--- src/rtl/usr_pkg.sv ---
// Shared types for the universal shift register: operation encodings and burst FSM states.
// Also classifies which operations repeat across a burst.
package usr_pkg;

    typedef enum logic [2:0] {
        MODE_HOLD  = 3'd0,
        MODE_SHL   = 3'd1,
        MODE_SHR   = 3'd2,
        MODE_ROL   = 3'd3,
        MODE_ROR   = 3'd4,
        MODE_LOAD  = 3'd5,
        MODE_ASR   = 3'd6,
        MODE_CLEAR = 3'd7
    } mode_e;

    typedef enum logic {
        ST_IDLE  = 1'b0,
        ST_BURST = 1'b1
    } state_e;

    // Only shift/rotate style operations make sense repeated; HOLD/LOAD/CLEAR are idempotent.
    function automatic logic is_burst_mode(input mode_e m);
        return (m == MODE_SHL) || (m == MODE_SHR) || (m == MODE_ROL) ||
               (m == MODE_ROR) || (m == MODE_ASR);
    endfunction

endpackage

--- src/rtl/usr_op_unit.sv ---
// Combinational next-value generator for one register step.
// Zero latency; no flow control.
module usr_op_unit
    import usr_pkg::*;
#(
    parameter int WIDTH = 8
) (
    input  logic [WIDTH-1:0] q,
    input  mode_e            mode,
    input  logic             ser_in_l,
    input  logic             ser_in_r,
    input  logic [WIDTH-1:0] par_in,
    output logic [WIDTH-1:0] q_nxt
);

    always_comb begin
        q_nxt = q;
        case (mode)
            MODE_HOLD:  q_nxt = q;
            MODE_SHL:   q_nxt = {q[WIDTH-2:0], ser_in_r};
            MODE_SHR:   q_nxt = {ser_in_l, q[WIDTH-1:1]};
            MODE_ROL:   q_nxt = {q[WIDTH-2:0], q[WIDTH-1]};
            MODE_ROR:   q_nxt = {q[0], q[WIDTH-1:1]};
            MODE_LOAD:  q_nxt = par_in;
            MODE_ASR:   q_nxt = {q[WIDTH-1], q[WIDTH-1:1]};
            MODE_CLEAR: q_nxt = '0;
            default:    q_nxt = q;
        endcase
    end

endmodule

--- src/rtl/param_universal_shift_register.sv ---
// Universal shift register with single-step and multi-step burst operation.
// Steps land on the sampling edge; a burst takes one edge per step and ignores control inputs while busy.
module param_universal_shift_register
    import usr_pkg::*;
#(
    parameter int WIDTH = 8,
    parameter int CNT_W = $clog2(WIDTH + 1)
) (
    input  logic             clk,
    input  logic             reset,
    input  logic             en,
    input  logic [2:0]       mode,
    input  logic             ser_in_l,
    input  logic             ser_in_r,
    input  logic [WIDTH-1:0] par_in,
    input  logic             start,
    input  logic [CNT_W-1:0] amount,
    output logic [WIDTH-1:0] q,
    output logic             ser_out_l,
    output logic             ser_out_r,
    output logic             busy,
    output logic             done
);

    state_e           state, state_nxt;
    logic [CNT_W-1:0] cnt, cnt_nxt;
    mode_e            mode_q, mode_q_nxt;
    mode_e            mode_in;
    mode_e            op_mode;
    logic             done_nxt;
    logic             step;
    logic [WIDTH-1:0] q_nxt;

    assign mode_in = mode_e'(mode);

    usr_op_unit #(.WIDTH(WIDTH)) u_op (
        .q        (q),
        .mode     (op_mode),
        .ser_in_l (ser_in_l),
        .ser_in_r (ser_in_r),
        .par_in   (par_in),
        .q_nxt    (q_nxt)
    );

    always_ff @(posedge clk or posedge reset) begin
        if (reset) begin
            state  <= ST_IDLE;
            cnt    <= '0;
            mode_q <= MODE_HOLD;
            done   <= 1'b0;
            q      <= '0;
        end else begin
            state  <= state_nxt;
            cnt    <= cnt_nxt;
            mode_q <= mode_q_nxt;
            done   <= done_nxt;
            if (step) begin
                q <= q_nxt;
            end
        end
    end

    always_comb begin
        state_nxt  = state;
        cnt_nxt    = cnt;
        mode_q_nxt = mode_q;
        done_nxt   = 1'b0;
        step       = 1'b0;
        op_mode    = mode_in;
        case (state)
            ST_IDLE: begin
                if (start) begin
                    if (!is_burst_mode(mode_in)) begin
                        step     = 1'b1;
                        done_nxt = 1'b1;
                    end else if (amount == '0) begin
                        done_nxt = 1'b1;
                    end else begin
                        step = 1'b1;
                        if (amount == CNT_W'(1)) begin
                            done_nxt = 1'b1;
                        end else begin
                            // The sampling edge already did step 1, so amount-1 remain.
                            state_nxt  = ST_BURST;
                            cnt_nxt    = amount - CNT_W'(1);
                            mode_q_nxt = mode_in;
                        end
                    end
                end else if (en) begin
                    step = 1'b1;
                end
            end
            ST_BURST: begin
                op_mode = mode_q;
                step    = 1'b1;
                cnt_nxt = cnt - CNT_W'(1);
                if (cnt == CNT_W'(1)) begin
                    state_nxt = ST_IDLE;
                    done_nxt  = 1'b1;
                end
            end
            default: begin
                state_nxt = ST_IDLE;
            end
        endcase
    end

    assign busy      = (state == ST_BURST);
    assign ser_out_l = q[WIDTH-1];
    assign ser_out_r = q[0];

endmodule

--- config.mk ---
export PLATFORM = sky130hd
export DESIGN_NAME = param_universal_shift_register
export DESIGN_NICKNAME = d
export VERILOG_FILES = /design/src/rtl/usr_pkg.sv /design/src/rtl/usr_op_unit.sv /design/src/rtl/param_universal_shift_register.sv
export SDC_FILE = /design/constraint.sdc
export NUM_CORES = 1
export LEC_CHECK = 0
export ABC_CLOCK_PERIOD_IN_PS = 2860
export CAP_MARGIN = 25
export CORE_UTILIZATION = 50
export DETAILED_ROUTE_END_ITERATION = 10
export HOLD_SLACK_MARGIN = 0.02
export PLACE_DENSITY = 0.92
export SYNTH_ARGS = -nofsm -noshare
export SYNTH_HDL_FRONTEND = slang
export SYNTH_SLANG_ARGS = --single-unit
--- constraint.sdc ---
create_clock -name clk -period 2.86 [get_ports clk]
set_input_delay 0.429 -clock clk [delete_from_list [all_inputs] [get_ports clk]]
set_output_delay 0.429 -clock clk [all_outputs]
set_load 0.02 [all_outputs]
==> impl_results.md, run 1 <==
* Run status: completed
* Hold Buf Count CTS at 0
* Max Root-Sink Buffers at 2
* Gpl congestion at 0.861
* Drc violations at 0
* Min Tclk post-route at around 2200 ps
* Die area at around 2600 µm²
* Worst-skew pair later-pin latency at approximately 300 ps
* Final period utilization at around three quarters
* Max VDD drop at roughly 520 µV
* Post-cts sizing count at 0
* Post-Syn Nets at between 150 and 200
* Netlist cell types at 43
* Worst Path Class, Setup: flip-flop to primary output
* CP top delay family: flip-flops
* Worst Tran Pin Value at between 600 and 700 ps
* WL final at 2870 µm
* PD cells at between 900 and 1000 nW/µm²
* Cts bufs inserted at 3
* Initial DRC count at 31
* Post-synth EDFFs at 0
* Layout cells sized above 1 at between 10% and 20%
* WL per Instance at 15.3 µm
* CTS sink cnt at 17
* IO Count at 33
* CP max stage delay at 740 ps
* CP arrival at about 1800 ps
* Clk_skew at about 4.8 ps
* Num rows at 17
* Die Y at approximately 50 µm
* Seq/Total Area, Yosys at 36.0%
* Rel. slew slack at about 56%
* Post-Synthesis Cells at 129
* Fmax at 457 MHz
* Setup violations, final at 0
* Pin count of the biggest net entering global routing at 18
* Final setup TNS at 0 ps
* Max cap viols at 0
* CTS clk-pin slew, worst paths at between 100 and 150 ps
* Syn_area_per_cell at between 9 and 10 µm²
* Seq cells post-synth at 17
* Core area at approximately 2200 µm²
* DRT antenna net count at 0
* Setup Fix Bufs, Post-CTS at 0
* Synth Cell Area at ~1200 µm²
* Worst setup SP type: flip-flop
* CP cell instances: clkdlybuf4s50_1
* Initial Util at a little over half
* H-tree levels at 1
* Initial antenna violation count at 0
* CP Max Fanout at 15
* DP HPWL at approximately 2100 µm
* Reg2reg setup slack at 770 ps
* Crit-path slowest cell: dfrtp_1
* Static Leak at between 0.6 and 0.7 nW
* Diodes inserted at 0
* Grt ovf at 0
* CTS tree: built
* Dpl cells at around 180
* Bufs and invs on worst path at 1
* Final net count at approximately 190
* IO Port Bufs at 32
* Crit. End Element: primary output
* Most frequent cells in the layout: clkdlybuf4s50_1 (32), dfrtp_1 (17), nand2_1 (15), o21ai_0 (12), inv_1 (10)
* Commonest non-fill, non-tap cell in the layout: clkdlybuf4s50_1
* Worst min path class: input pin to async pin
* Synth Flop Type: dfrtp_1
* Async SR Flop Fraction at 100%
* CTS root buffer: clkbuf_4
* Die width at ~51 µm
* Layout Cells excl Fill at between 150 and 200
* First-pass GRT wire length at 4820 µm
* DR pass1 iterations at 4
* Via count at between 1000 and 1500
* Vias in the first global route at 1068
* Final hold violation count at 0
* Synth warn at 0
* Max-slew violation count at 0
* Synthesis-to-finish area growth at 28.2%
* RSZ-0062 raised after global routing: false
* Gr usage total at 25.4%
* Worst EP required at approximately 2400 ps
* Final Power at 1.45 mW
* Vias/cell at slightly below 6
==> cell usage after synthesis, types with 2 or more instances <==
cell type  number  area share (%)
a21oi_1         6             2.5
a221oi_1        6             4.4
and3_1          7             3.7
buf_4           3             1.9
buf_6           2             1.9
dfrtp_1        17              36
ha_1            4             4.2
inv_1          10             3.2
mux2_2          2             1.9
mux2i_1         3             2.5
nand2_1        15             4.8
nor2_1          7             2.2
nor3_1          3             1.3
o21ai_0        12             5.1
o21ai_1         3             1.3
o21ai_2         2             1.5
==> flip-flops by register name, indices dropped and copies added (netlist names) <==
register	flops
mode_q	3
cnt	4
busy	1
done	1
q	8
==> metrics by stage <==
step	setup WS [ps]	utilization [%]	hold slack [ps]	instance area, µm²
final	672	68.4	511	1510
after global routing	567	68.4	552	1510
after global placement	536	67.2	502	1490
after floorplan	1120	-	355	1180
after CTS	674	68.4	532	1510
after detailed placement	389	67.2	517	1490
==> power by group <==
group          leakage (nW)  switching (mW)  internal [mW]  total (mW)
Combinational         0.427           0.453          0.396       0.848
Sequential            0.212           0.126          0.344       0.469
Clock                0.0177          0.0813         0.0521       0.133
==> kinds of logic (layout without fill, tap and decap cells) <==
kind of cell	Yosys count	count (layout)	synth area share, %
muxes	6	6	5.72
and+or+nand+nor	44	44	20.4
xor gates and xnor gates	2	2	1.48
DFF	17	17	36.0
buffers and inverters	17	47	7.73
AOI/OAI and AO/OA	39	39	24.4
adders and majority gates	4	4	4.24
==> path summary, 6_finish.rpt <==
check / startpoint / endpoint / cells past startpoint
worst max-delay path: busy$_DFF_PP0_ / busy / 1
worst min-delay path: reset / q[5]$_DFFE_PP0P_ / 2
max in group asynchronous: reset / q[0]$_DFFE_PP0P_ / 2
min in group clk: cnt[0]$_DFFE_PP0P_ / cnt[0]$_DFFE_PP0P_ / 1
worst min register to register: cnt[0]$_DFFE_PP0P_ / cnt[0]$_DFFE_PP0P_ / 1
worst max register to register: busy$_DFF_PP0_ / q[4]$_DFFE_PP0P_ / 4
==> final cells by class <==
class | count | area, µm²
repair buffers | 32 | 320
clock inverters | 1 | 5.00
inverters | 11 | 41.3
well taps | 28 | 35.0
fillers | 169 | 698
clock buffers | 3 | 22.5
flip-flops and latches | 17 | 425
multi-input cells | 95 | 664
==> layer usage <==
layer,wire (µm),share of wire (%),GRT usage [%],up-vias
met5,0,0,0,-
met4,71,2.5,11.1,0
met3,136,4.7,3.94,11
met2,1450,50,42.2,45
met1,1210,42,32.4,528
li1,-,-,-,525
No activity file was read; power rests on OpenSTA's default activity.
==> run 2: changes to the inputs <==
--- a/config.mk
+++ b/config.mk
@@ -5,12 +5,12 @@
 export SDC_FILE = /design/constraint.sdc
 export NUM_CORES = 1
 export LEC_CHECK = 0
-export ABC_CLOCK_PERIOD_IN_PS = 2860
+export ABC_CLOCK_PERIOD_IN_PS = 2260
 export CAP_MARGIN = 25
-export CORE_UTILIZATION = 50
+export CORE_UTILIZATION = 47
 export DETAILED_ROUTE_END_ITERATION = 10
 export HOLD_SLACK_MARGIN = 0.02
-export PLACE_DENSITY = 0.92
+export PLACE_DENSITY = 0.88
 export SYNTH_ARGS = -nofsm -noshare
 export SYNTH_HDL_FRONTEND = slang
 export SYNTH_SLANG_ARGS = --single-unit
==> constraint.sdc (replaced) <==
create_clock -name clk -period 2.26 [get_ports clk]
set_input_delay 0.339 -clock clk [delete_from_list [all_inputs] [get_ports clk]]
set_output_delay 0.339 -clock clk [all_outputs]
set_load 0.02 [all_outputs]
==> impl_results.md, run 2 (synthesis results as in run 1) <==
* Post-DP Area at 1530 µm² (+3.0%)
* Pre-CTS WS at 1.00 ps (-388 ps)
* Initial antenna violation count at 0 (unchanged)
* Layout cells sized above 1 at 15.2% (+3.2 points)
* Clk_skew at 1.11 ps (-3.68 ps)
* Diodes inserted at 0 (unchanged)
* CTS tree: built
* CTS sink cnt at 17 (unchanged)
* Worst setup SP type: flip-flop
* Static Leak at 0.685 nW (+4.3%)
* Final setup TNS at 0 ps (unchanged)
* Max cap viols at 0 (unchanged)
* Area of the multi-input gates at 664 µm² (unchanged)
* Gr usage total at 24.4% (-1.0 points)
* Drc violations at 0 (unchanged)
* Top Metal Used: met4
* Register area at 425 µm² (unchanged)
* Final hold violation count at 0 (unchanged)
* RSZ-0062 raised after global routing: false
* H-tree levels at 1 (unchanged)
* DP HPWL at 2260 µm (+7.8%)
* IO Count at 33 (unchanged)
* Max VDD drop at 760 µV (+45%)
* Final net count at 191 (+3.2%)
* Met3 WL at 102 µm (-25%)
* Worst Tran Pin Value at 662 ps (-2.30 ps)
* Worst Path Class, Setup: flip-flop to primary output
* Worst min path class: input pin to async pin
* Die width at 52.1 µm (+3.0%)
* Reg with most FFs: q
* Max Root-Sink Buffers at 2 (unchanged)
* Pin count of the biggest net entering global routing at 18 (unchanged)
* WL per Instance at 14.7 µm (-3.9%)
* First-pass GRT wire length at 4770 µm (-1.2%)
* Cts bufs inserted at 3 (unchanged)
* Setup Fix Bufs, Post-CTS at 0 (unchanged)
* DR pass1 iterations at 4 (unchanged)
* Min Tclk post-route at between 2000 and 2500 ps
* WL met2 at 1380 µm (-4.6%)
* Crit. End Element: primary output
* Worst EP required at 1920 ps (-510 ps)
* Vias/cell at 5.73 (-3.4%)
* Setup violations, final at 0 (unchanged)
* Synthesis-to-finish area growth at 32.0%
* Core area at 2300 µm² (+3.8%)
* Rel. slew slack at 55.8% (+0.15 points)
* Final Core Density at 67.9% (-0.57 points)
* Worst-skew pair later-pin latency at 300 ps (about the same)
* Initial DRC count at 32 (+3.2%)
* Most frequent cells in the layout: clkdlybuf4s50_1 (32), dfrtp_1 (17), nand2_1 (15), o21ai_0 (12), inv_1 (10)
* Worst hold margin at 421 ps (-89.4 ps)
* Hold Buf Count CTS at 0 (unchanged)
* Biggest regs: q (8), cnt (4), mode_q (3)
* CTS root buffer: clkbuf_4
* Metal-1 WL at 1280 µm (+5.0%)
* Post-cts sizing count at 0 (unchanged)
* PD cells at 1180 nW/µm² (+23%)
* Initial Util at 51.4% (-2.0 points)
* WL final at 2840 µm (-0.80%)
* CTS clk-pin slew, worst paths at 100 ps (about the same)
* Final period utilization at between 90 and 100%
* Max FFs per register at 8 (unchanged)
* Final worst slack at 153 ps (-519 ps)
* Vias in the first global route at 1057 (-1.0%)
* Num rows at 17 (unchanged)
* Commonest non-fill, non-tap cell in the layout: clkdlybuf4s50_1
* Final Cell Area at 1560 µm² (+3.0%)
* Fmax at 475 MHz
* Die area at 2720 µm² (+6.1%)
* IO Port Bufs at 32 (unchanged)
* CP Max Fanout at 10 (-5)
* CP arrival at 1770 ps (about the same)
* Run status: completed
* Max-slew violation count at 0 (unchanged)
* DRT antenna net count at 0 (unchanged)
* Die Y at 52.1 µm (+3.0%)
* Fillers at 179 (+5.9%)
* Gpl congestion at 0.868 (+0.81%)
* Via count at 1106 (-0.27%)
* Grt ovf at 0 (unchanged)
-- run 2: changes by cell type in the layout (fill, tap and decap cells not counted) --
cell / delta
buf_4: +6
-- run 2: path summary, 6_finish.rpt --
| kind | from | to | slack (ps) | depth (start not counted) |
|---|---|---|---|---|
| setup / recovery | busy$_DFF_PP0_ | busy | 150 | 2 |
| hold / removal | reset | q[3]$_DFFE_PP0P_ | 420 | 2 |
| setup reg to reg | busy$_DFF_PP0_ | q[2]$_DFFE_PP0P_ | 260 | 4 |
| hold reg to reg | cnt[0]$_DFFE_PP0P_ | cnt[0]$_DFFE_PP0P_ | 540 | 1 |
| max in group asynchronous | reset | cnt[3]$_DFFE_PP0P_ | 1420 | 2 |
| min in group clk | cnt[0]$_DFFE_PP0P_ | cnt[0]$_DFFE_PP0P_ | 540 | 1 |
-- run 2: area by class of cell --
class	count	area share [%]
clock buffer	3	1.44
clock inverter	1	0.321
timing repair buffer	38	23.4
tap	28	2.25
multi-input combinational	95	42.6
sequential	17	27.3
inverter	11	2.65
-- run 2: power by group --
group          total [mW]  internal, mW  switching, mW
clock network       0.172        0.0661          0.106
registers           0.581         0.435          0.146
logic                1.09         0.514          0.575
total                1.84          1.02          0.827
-- run 2: critical path, stage by stage, from the launching register on --
cell and delay, ps:
dfrtp_1 630, buf_4 230, clkdlybuf4s50_1 600
-- run 2: per-layer routing --
metal,track usage (%),vias up
li1,-,542
met1,31.3,522
met2,38.7,32
met3,5.56,10
met4,11.4,0
met5,0,-
-- run 2: stage by stage --
step	cells	total power, mW
after CTS	193	1.84
after global routing	193	1.99
final	193	1.84
after global placement	189	1.62
after detailed placement	189	1.67
after floorplan	129	1.37
==> run 3: changes to the inputs <==
--- a/config.mk
+++ b/config.mk
@@ -6,7 +6,6 @@
 export NUM_CORES = 1
 export LEC_CHECK = 0
 export ABC_CLOCK_PERIOD_IN_PS = 2260
-export CAP_MARGIN = 25
 export CORE_UTILIZATION = 47
 export DETAILED_ROUTE_END_ITERATION = 10
 export HOLD_SLACK_MARGIN = 0.02
==> results of run 3 <==
No change in the layout: final DEF, timing and power equal those of run 2.
